[src/rtl/adc_st_pkg.sv]
// Shared constants, state encoding and empty-byte helper for the ADC Avalon-ST packer.
package adc_st_pkg;
   localparam int SAMPLE_W         = 32;
   localparam int LANES            = 16;
   localparam int BEAT_W           = 512;
   localparam int EMPTY_W          = 6;
   localparam int BYTES_PER_SAMPLE = 4;
   localparam int LANE_W           = $clog2(LANES);
   localparam int CNT_W            = LANE_W + 1;

   typedef enum logic [0:0] {
      IDLE = 1'b0,
      CAPT = 1'b1
   } state_e;

   // Unused bytes in a final beat that carries lanes_used samples.
   function automatic logic [EMPTY_W-1:0] empty_bytes(input logic [CNT_W-1:0] lanes_used);
      logic [CNT_W-1:0] unused;
      unused = CNT_W'(LANES) - lanes_used;
      return EMPTY_W'(unused) * EMPTY_W'(BYTES_PER_SAMPLE);
   endfunction
endpackage

[src/rtl/adc_st_beat_reg.sv]
// One-entry Avalon-ST output register: loads a closed beat and holds it until accepted.
module adc_st_beat_reg
   import adc_st_pkg::*;
(
   input  logic               clk,
   input  logic               reset_n,
   input  logic               load,
   input  logic [BEAT_W-1:0]  load_data,
   input  logic               load_sop,
   input  logic               load_eop,
   input  logic [EMPTY_W-1:0] load_empty,
   input  logic               src_ready,
   output logic               src_valid,
   output logic [BEAT_W-1:0]  src_data,
   output logic               src_sop,
   output logic               src_eop,
   output logic [EMPTY_W-1:0] src_empty
);
   logic               valid_q, valid_d;
   logic [BEAT_W-1:0]  data_q, data_d;
   logic               sop_q, sop_d;
   logic               eop_q, eop_d;
   logic [EMPTY_W-1:0] empty_q, empty_d;

   always_comb begin
      valid_d = valid_q;
      data_d  = data_q;
      sop_d   = sop_q;
      eop_d   = eop_q;
      empty_d = empty_q;
      if (load) begin
         valid_d = 1'b1;
         data_d  = load_data;
         sop_d   = load_sop;
         eop_d   = load_eop;
         empty_d = load_empty;
      end else if (valid_q && src_ready) begin
         valid_d = 1'b0;
      end else begin
         valid_d = valid_q;
      end
   end

   always_ff @(posedge clk or negedge reset_n) begin
      if (!reset_n) begin
         valid_q <= 1'b0;
         data_q  <= '0;
         sop_q   <= 1'b0;
         eop_q   <= 1'b0;
         empty_q <= '0;
      end else begin
         valid_q <= valid_d;
         data_q  <= data_d;
         sop_q   <= sop_d;
         eop_q   <= eop_d;
         empty_q <= empty_d;
      end
   end

   assign src_valid = valid_q;
   assign src_data  = data_q;
   assign src_sop   = sop_q;
   assign src_eop   = eop_q;
   assign src_empty = empty_q;
endmodule

[src/rtl/adc_st_packer.sv]
// Packs a triggered run of ADC samples into 512-bit Avalon-ST beats; lane 0 sits in the top word.
module adc_st_packer
   import adc_st_pkg::*;
#(
   parameter int LEN_W = 16
) (
   input  logic                clk,
   input  logic                reset_n,
   input  logic                trig,
   input  logic [LEN_W-1:0]    len,
   input  logic                in_valid,
   input  logic [SAMPLE_W-1:0] in_data,
   output logic [BEAT_W-1:0]   src_data,
   output logic                src_valid,
   input  logic                src_ready,
   output logic                src_sop,
   output logic                src_eop,
   output logic [EMPTY_W-1:0]  src_empty,
   output logic                busy,
   output logic [15:0]         overflow_cnt,
   output logic [15:0]         pkt_cnt
);
   state_e                           state_q, state_d;
   logic [LEN_W-1:0]                 rem_q, rem_d;
   logic [LANE_W-1:0]                lane_idx_q, lane_idx_d;
   logic [LANES-1:0][SAMPLE_W-1:0]   acc_q, acc_d;
   logic                             acc_full_q, acc_full_d;
   logic                             acc_last_q, acc_last_d;
   logic [CNT_W-1:0]                 acc_lanes_q, acc_lanes_d;
   logic                             first_pending_q, first_pending_d;
   logic [15:0]                      ovf_q, ovf_d;
   logic [15:0]                      pkt_q, pkt_d;
   logic                             handoff_s, trig_ok_s, accept_s, drop_s, close_s;
   logic [EMPTY_W-1:0]               load_empty_s;

   // A closed beat may move on when the output register is empty or draining this cycle.
   always_comb begin
      handoff_s    = acc_full_q && (!src_valid || src_ready);
      trig_ok_s    = (state_q == IDLE) && !acc_full_q && trig && (len != '0);
      accept_s     = (state_q == CAPT) && in_valid && (!acc_full_q || handoff_s);
      drop_s       = (state_q == CAPT) && in_valid && acc_full_q && !handoff_s;
      close_s      = accept_s && ((lane_idx_q == LANE_W'(LANES - 1)) || (rem_q == LEN_W'(1)));
      load_empty_s = acc_last_q ? empty_bytes(acc_lanes_q) : EMPTY_W'(0);
   end

   always_comb begin
      state_d         = state_q;
      rem_d           = rem_q;
      lane_idx_d      = lane_idx_q;
      acc_d           = acc_q;
      acc_full_d      = acc_full_q;
      acc_last_d      = acc_last_q;
      acc_lanes_d     = acc_lanes_q;
      first_pending_d = first_pending_q;
      ovf_d           = ovf_q;
      pkt_d           = pkt_q;
      // Handoff is applied first so a sample landing in the same cycle starts a zeroed beat.
      if (handoff_s) begin
         acc_d           = '0;
         acc_full_d      = 1'b0;
         first_pending_d = 1'b0;
      end else begin
         acc_full_d = acc_full_q;
      end
      if (trig_ok_s) begin
         state_d         = CAPT;
         rem_d           = len;
         lane_idx_d      = '0;
         first_pending_d = 1'b1;
      end else begin
         state_d = state_d;
      end
      if (accept_s) begin
         acc_d[LANE_W'(LANES - 1) - lane_idx_q] = in_data;
         rem_d      = rem_q - LEN_W'(1);
         lane_idx_d = lane_idx_q + LANE_W'(1);
         if (close_s) begin
            acc_full_d  = 1'b1;
            acc_last_d  = (rem_q == LEN_W'(1));
            acc_lanes_d = CNT_W'(lane_idx_q) + CNT_W'(1);
            lane_idx_d  = '0;
            state_d     = (rem_q == LEN_W'(1)) ? IDLE : CAPT;
         end else begin
            acc_last_d = acc_last_q;
         end
      end else begin
         rem_d = rem_d;
      end
      if (drop_s && (ovf_q != 16'hFFFF)) begin
         ovf_d = ovf_q + 16'd1;
      end else begin
         ovf_d = ovf_q;
      end
      if (src_valid && src_ready && src_eop) begin
         pkt_d = pkt_q + 16'd1;
      end else begin
         pkt_d = pkt_q;
      end
   end

   always_ff @(posedge clk or negedge reset_n) begin
      if (!reset_n) begin
         state_q         <= IDLE;
         rem_q           <= '0;
         lane_idx_q      <= '0;
         acc_q           <= '0;
         acc_full_q      <= 1'b0;
         acc_last_q      <= 1'b0;
         acc_lanes_q     <= '0;
         first_pending_q <= 1'b0;
         ovf_q           <= 16'd0;
         pkt_q           <= 16'd0;
      end else begin
         state_q         <= state_d;
         rem_q           <= rem_d;
         lane_idx_q      <= lane_idx_d;
         acc_q           <= acc_d;
         acc_full_q      <= acc_full_d;
         acc_last_q      <= acc_last_d;
         acc_lanes_q     <= acc_lanes_d;
         first_pending_q <= first_pending_d;
         ovf_q           <= ovf_d;
         pkt_q           <= pkt_d;
      end
   end

   adc_st_beat_reg u_beat_reg (
      .clk        (clk),
      .reset_n    (reset_n),
      .load       (handoff_s),
      .load_data  (acc_q),
      .load_sop   (first_pending_q),
      .load_eop   (acc_last_q),
      .load_empty (load_empty_s),
      .src_ready  (src_ready),
      .src_valid  (src_valid),
      .src_data   (src_data),
      .src_sop    (src_sop),
      .src_eop    (src_eop),
      .src_empty  (src_empty)
   );

   assign busy         = (state_q != IDLE) || src_valid;
   assign overflow_cnt = ovf_q;
   assign pkt_cnt      = pkt_q;
endmodule

[config.mk]
export PLATFORM = sky130hd
export DESIGN_NAME = adc_st_packer
export DESIGN_NICKNAME = d
export VERILOG_FILES = /design/src/rtl/adc_st_pkg.sv /design/src/rtl/adc_st_beat_reg.sv /design/src/rtl/adc_st_packer.sv
export SDC_FILE = /design/constraint.sdc
export NUM_CORES = 2
export LEC_CHECK = 0
export BUFFER_PORTS_ARGS = -buffer_cell sky130_fd_sc_hd__clkbuf_2
export CORE_MARGIN = 10
export CORE_UTILIZATION = 37
export CTS_CLUSTER_DIAMETER = 50
export DETAILED_ROUTE_END_ITERATION = 12
export PLACE_DENSITY = 0.54
export SETUP_SLACK_MARGIN = 0.15
export SYNTH_ARGS = -nofsm -noshare
export SYNTH_HDL_FRONTEND = slang
export SYNTH_SLANG_ARGS = --single-unit
[constraint.sdc]
create_clock -name clk -period 2.55 [get_ports clk]
set_input_delay 0.1275 -clock clk [delete_from_list [all_inputs] [get_ports clk]]
set_output_delay 0.1275 -clock clk [all_outputs]
set_load 0.01 [all_outputs]
# Yosys cells after proc, flatten, opt, wreduce, memory -nomap -nowiden
# Index checks and enable logic that the tools add are counted.
# W data, S select, Z words.
# op_classes
eq_ne,3
div_mod_pow,0
n_mux,22
multipliers,0
n_lt_le_gt_ge,2
addsub,7
reduce_logical,25
bitwise,1
shift,0
# op_table
op,count
$mux W512,2
$bwmux W512,1
$demux W32 S4,1
$add A16 B1 Y16 const B,2
$mux W16,2
$mux W32,1
$eq A16 B1 Y1 const B,1
$ne A16 B16 Y1 const B,1
$reduce_bool A16 Y1,1
$sub A16 B1 Y16 const B,1
$logic_and A1 B1 Y1,13
$mux W4,3
$mux W1,11
$add A4 B1 Y4 const B,2
$mux W6,1
$reduce_bool A2 Y1,3
$lt A4 B5 Y1 const B,1
$eq A4 B4 Y1 const B,1
$ge A4 B1 Y1 const B,1
$logic_or A1 B1 Y1,4
$sub A1 B4 Y4 const A,1
$sub A4 B4 Y4 const A,1
$logic_not A1 Y1,3
$reduce_and A2 Y1,1
$not A1 Y1,1
# word_totals
word_cells,90
rom_bits,0
in_bits,53
output_inout_bits,554
latchBits,0
register_bits,1093
ramBits,0
n_memories,0

# Longest topological paths before layout
# logic_depth
ltp_word,8
ltp_mapped,8
depth_no_buf,7

# Cells and area by module
# Synthesis repeated with hierarchy kept, for this count alone.
# hier_totals
cells_unflattened,3708
area_unflattened_um2,42918.7
# by_module_without_submodules
module,seq_area_each_um2,cells_per_inst,instances,area_per_inst_um2
adc_st_packer,14313.7,2607,1,23359.9
adc_st_beat_reg,13037.5,1101,1,19558.8

# Worst setup path after synthesis
# No wires, ideal clock.
# synth_path
path_kind,register -> register
from,reg ovf_q[0] (netlist: overflow_cnt[0])
to,reg ovf_q[1] (netlist: overflow_cnt[1])
t_required_ns,2.425
setup_ns,0.125
path_stages_with_launch,7
slack_ns,0.687
arrival_ns,1.738
synth_period_minus_slack_ns,1.863
path_buffers,1
cell_sequence,dfrtp_1 > ha_1 > nand2_1 > or3_1 > o21a_1 > buf_6 > mux2_4
# synth_between
elab_chain_len,2
word_cells_on_any_way,3
cone_classes,add/sub (1); eq/ne (1); reduce/logical (1)
# synth_rtl
element,line,source
start: declaration,adc_st_packer.sv:31,"logic [15:0] ovf_q, ovf_d;"
start signal: assignment,adc_st_packer.sv:122,ovf_q <= ovf_d;
branches (longest 2 deep; another with $add A16 B1 Y16),--,
# Several ways; the timed one is not identified.
# A chain may end at the register's enable or synchronous reset.

# Final worst setup path
# layout_path
from,reg rem_q[3]
to,reg rem_q[14]
# layout_between
elab_chain_len,2
# layout_rtl
element,line,source
start: declaration,adc_st_packer.sv:24,"logic [LEN_W-1:0] rem_q, rem_d;"
start signal: assignment,adc_st_packer.sv:115,rem_q <= rem_d;
$sub A16 B1 Y16,adc_st_packer.sv:75,rem_d = rem_q - LEN_W'(1);
$mux W16,adc_st_packer.sv:73,if (accept_s) begin
# Every way passes these cells.

==> impl_metrics.env <==
export IMPL_status="completed"
export IMPL_cts_path_max_buffers=3
export IMPL_grtUsageTotal=0.223
export IMPL_grt_pass1_vias=33100
export IMPL_clockRootBuffer="clkbuf_16"
export IMPL_final_util=0.458
export IMPL_synth_largest_area_cell="dfrtp_1"
export IMPL_fin_tns_setup_ns=0
export IMPL_via_per_inst=4.89
export IMPL_crit_chain="nor4_4 > nand4b_2 > o311ai_0 > nand2_1 > dlygate4sd3_1"
export IMPL_antenna_found_initial=9
export IMPL_total_power_mw=51.3
export IMPL_core_area_um2=115000
export IMPL_clk_pin_slew_ns=0.06
export IMPL_cp_start_kind="flop"
export IMPL_setup_ws_ns=0.272
export IMPL_synthCells=4792
export IMPL_yosysSeqAreaShare=0.640
export IMPL_cts_tree="built"
export IMPL_seqCellArea_um2=27300
export IMPL_final_cell_count_no_fill=6921
export IMPL_numCtsBuffers=132
export IMPL_dieHeight_um=360
export IMPL_post_dp_cell_area_um2=47600
export IMPL_wl_mm=147
export IMPL_crit_slowest_cell="dlygate4sd3_1"
export IMPL_grt_max_degree=110
export IMPL_portBuffers=604
export IMPL_dieArea_um2=129000
export IMPL_start_util=0.373
export IMPL_irDropWorstVdd_uv=568
export IMPL_htreeDepth=4
export IMPL_clock_sinks=1091
export IMPL_gp_congestion=0.793
export IMPL_maxSlewViolCount=0
export IMPL_yosys_top_cells_area="dfrtp_1 64%, nand2_1 23%, o21ai_0 6.1%"
export IMPL_synth_cell_types=65
export IMPL_crit_buf_inv=1
export IMPL_maxCapViolCount=0
export IMPL_drive_above_1_share=0.176
export IMPL_ys_ff_latch=1091
export IMPL_detail_route_antenna_nets=0
export IMPL_relSlewSlack=0.248
export IMPL_hpwl_mm=93.8
export IMPL_critPathKind="reg -> reg"
export IMPL_fin_crit_sh=0.893
export IMPL_syn_area_per_cell_um2=8.91
export IMPL_final_cell_area_um2=52500
export IMPL_final_nets=5374
export IMPL_drc_errors=0
export IMPL_rsz0062_at_grt="yes"
export IMPL_synth_edf_count=0
export IMPL_multi_input_area_um2=14000
export IMPL_critPathCaptureType="flop"
export IMPL_fin_worst_skew_ns=0.0442
export IMPL_critical_path_required_ns=3.16
export IMPL_slowest_delay_ns=0.58
export IMPL_post_drt_wl_per_cell_um=21.2
export IMPL_fill_cells=11100
export IMPL_synth_yosys_warnings=0
export IMPL_cp_arrival_ns=2.89
export IMPL_first_pass_iters=5
export IMPL_setup_viol=0
export IMPL_synth_most_common_cell="nand2_1"
export IMPL_whs_ns=0.0852
export IMPL_period_needed_ns=2.28
export IMPL_dr_first_iter_drc_count=3197
export IMPL_post_cts_buffers=0
export IMPL_powerDensity_nw_per_um2=978
export IMPL_async_reset_ff_frac=1.00
export IMPL_p_leak_nw=27.5
export IMPL_preCtsSetupSlack_ns=0.466
export IMPL_hold_viol=0
export IMPL_placed_cells=6660
export IMPL_area_growth_pct=22.9
export IMPL_fmax_mhz=439
export IMPL_crit_fanout=5
export IMPL_path_delay_family="simple AND/OR/NAND/NOR gates"
export IMPL_rows=124
export IMPL_synth_area_um2=42700
export IMPL_grt_pass1_wl_mm=220
export IMPL_netlist_area_leader_share=0.640
export IMPL_clkLatencyLatePin_ns=0.75
export IMPL_grt_overflow=0
export IMPL_netlist_top_cells_count="2,606 x nand2_1, 1,091 x dfrtp_1, 521 x o21ai_0"
export IMPL_die_x_um=360
export IMPL_via_count=33800
export IMPL_worst_pin_slew_ns=1.13
export IMPL_hp_class="in -> reg"
export IMPL_dominantRegCellSynth="dfrtp_1"
export IMPL_io_pins=607
==> state kept, by name, indices dropped and copies added (netlist names) <==
name,cells
u_beat_reg.src_data,512
first_pending_q,1
u_beat_reg.src_valid,1
pkt_cnt,16
overflow_cnt,16
acc_q,512
rem_q,16
state_q,1
acc_last_q,1
u_beat_reg.src_sop,1
acc_lanes_q,4
u_beat_reg.src_empty,4
u_beat_reg.src_eop,1
lane_idx_q,4
acc_full_q,1
==> path summary, 6_finish.rpt <==
check                      cells past startpoint  slack [ns]                  endpoint   startpoint
max                                            5        0.27                 rem_q[14]     rem_q[3]
min                                            3        0.09                acc_q[365]  in_data[13]
max reg2reg                                    5        0.27                 rem_q[14]     rem_q[3]
min reg2reg                                    2        0.44  u_beat_reg.src_data[145]   acc_q[145]
max in group asynchronous                      4        0.97                acc_q[244]      reset_n
min in group asynchronous                      3        0.51   u_beat_reg.src_data[75]      reset_n
==> power breakdown <==
group          switching [mW]  leakage (nW)  internal, mW  total (mW)
Combinational            4.62          10.6          2.77        7.38
Clock                    7.56          2.20          11.7        19.3
Sequential               2.84          14.7          21.8        24.6
==> metal layers <==
layer  up-vias  track usage  wire length, um
li1      16000            -                -
met1     16400        0.318            66500
met2      1204        0.336            65500
met3       221       0.0482            10600
met4         0       0.0739             4410
met5         -            0                0
==> kinds of logic after synthesis <==
kind of cell    count (synthesis)  share of synthesized area
other cells                     1                  0.0000879
fa+ha+maj                       9                    0.00264
buf+inv                       363                     0.0344
compound gates                565                     0.0686
flops                        1091                      0.640
simple gates                 2728                      0.247
mux                             6                    0.00158
xor+xnor                       29                    0.00595
==> cell usage in the layout (no fill, tap or decap), types with 15 or more instances in the layout <==
cell,Yosys,layout
buf_4,3,50
clkbuf_1,273,21
buf_12,0,48
nor2_1,29,19
inv_1,15,15
nand2_1,2606,2605
xnor2_1,21,21
nand3_1,21,20
clkbuf_16,0,139
dfrtp_1,1091,1091
nand4_1,15,15
clkbuf_8,0,20
clkbuf_2,2,603
o21ai_0,521,521
dlygate4sd3_1,0,30
==> worst min-delay path: stages <==
cell      delay, ns
clkbuf_2       0.41
nand2_1        0.15
o21ai_0        0.07
==> what timing repair did <==
item / CTS / global route
gates resized for setup: 0 / 3
hold buffers: 30 / 1
hold endpoints to repair: 1018 / 3
setup endpoints to repair: 0 / 13
==> layout make-up <==
class                      count  share of cell area
tap                         1512              0.0361
clock buffer                 180              0.0731
sequential                  1091               0.520
timing repair buffer         732              0.0890
inverter                      16             0.00114
antenna                        2           0.0000954
multi-input combinational   3339               0.268
clock inverter                49              0.0126
(Power assumes the default switching activity.)
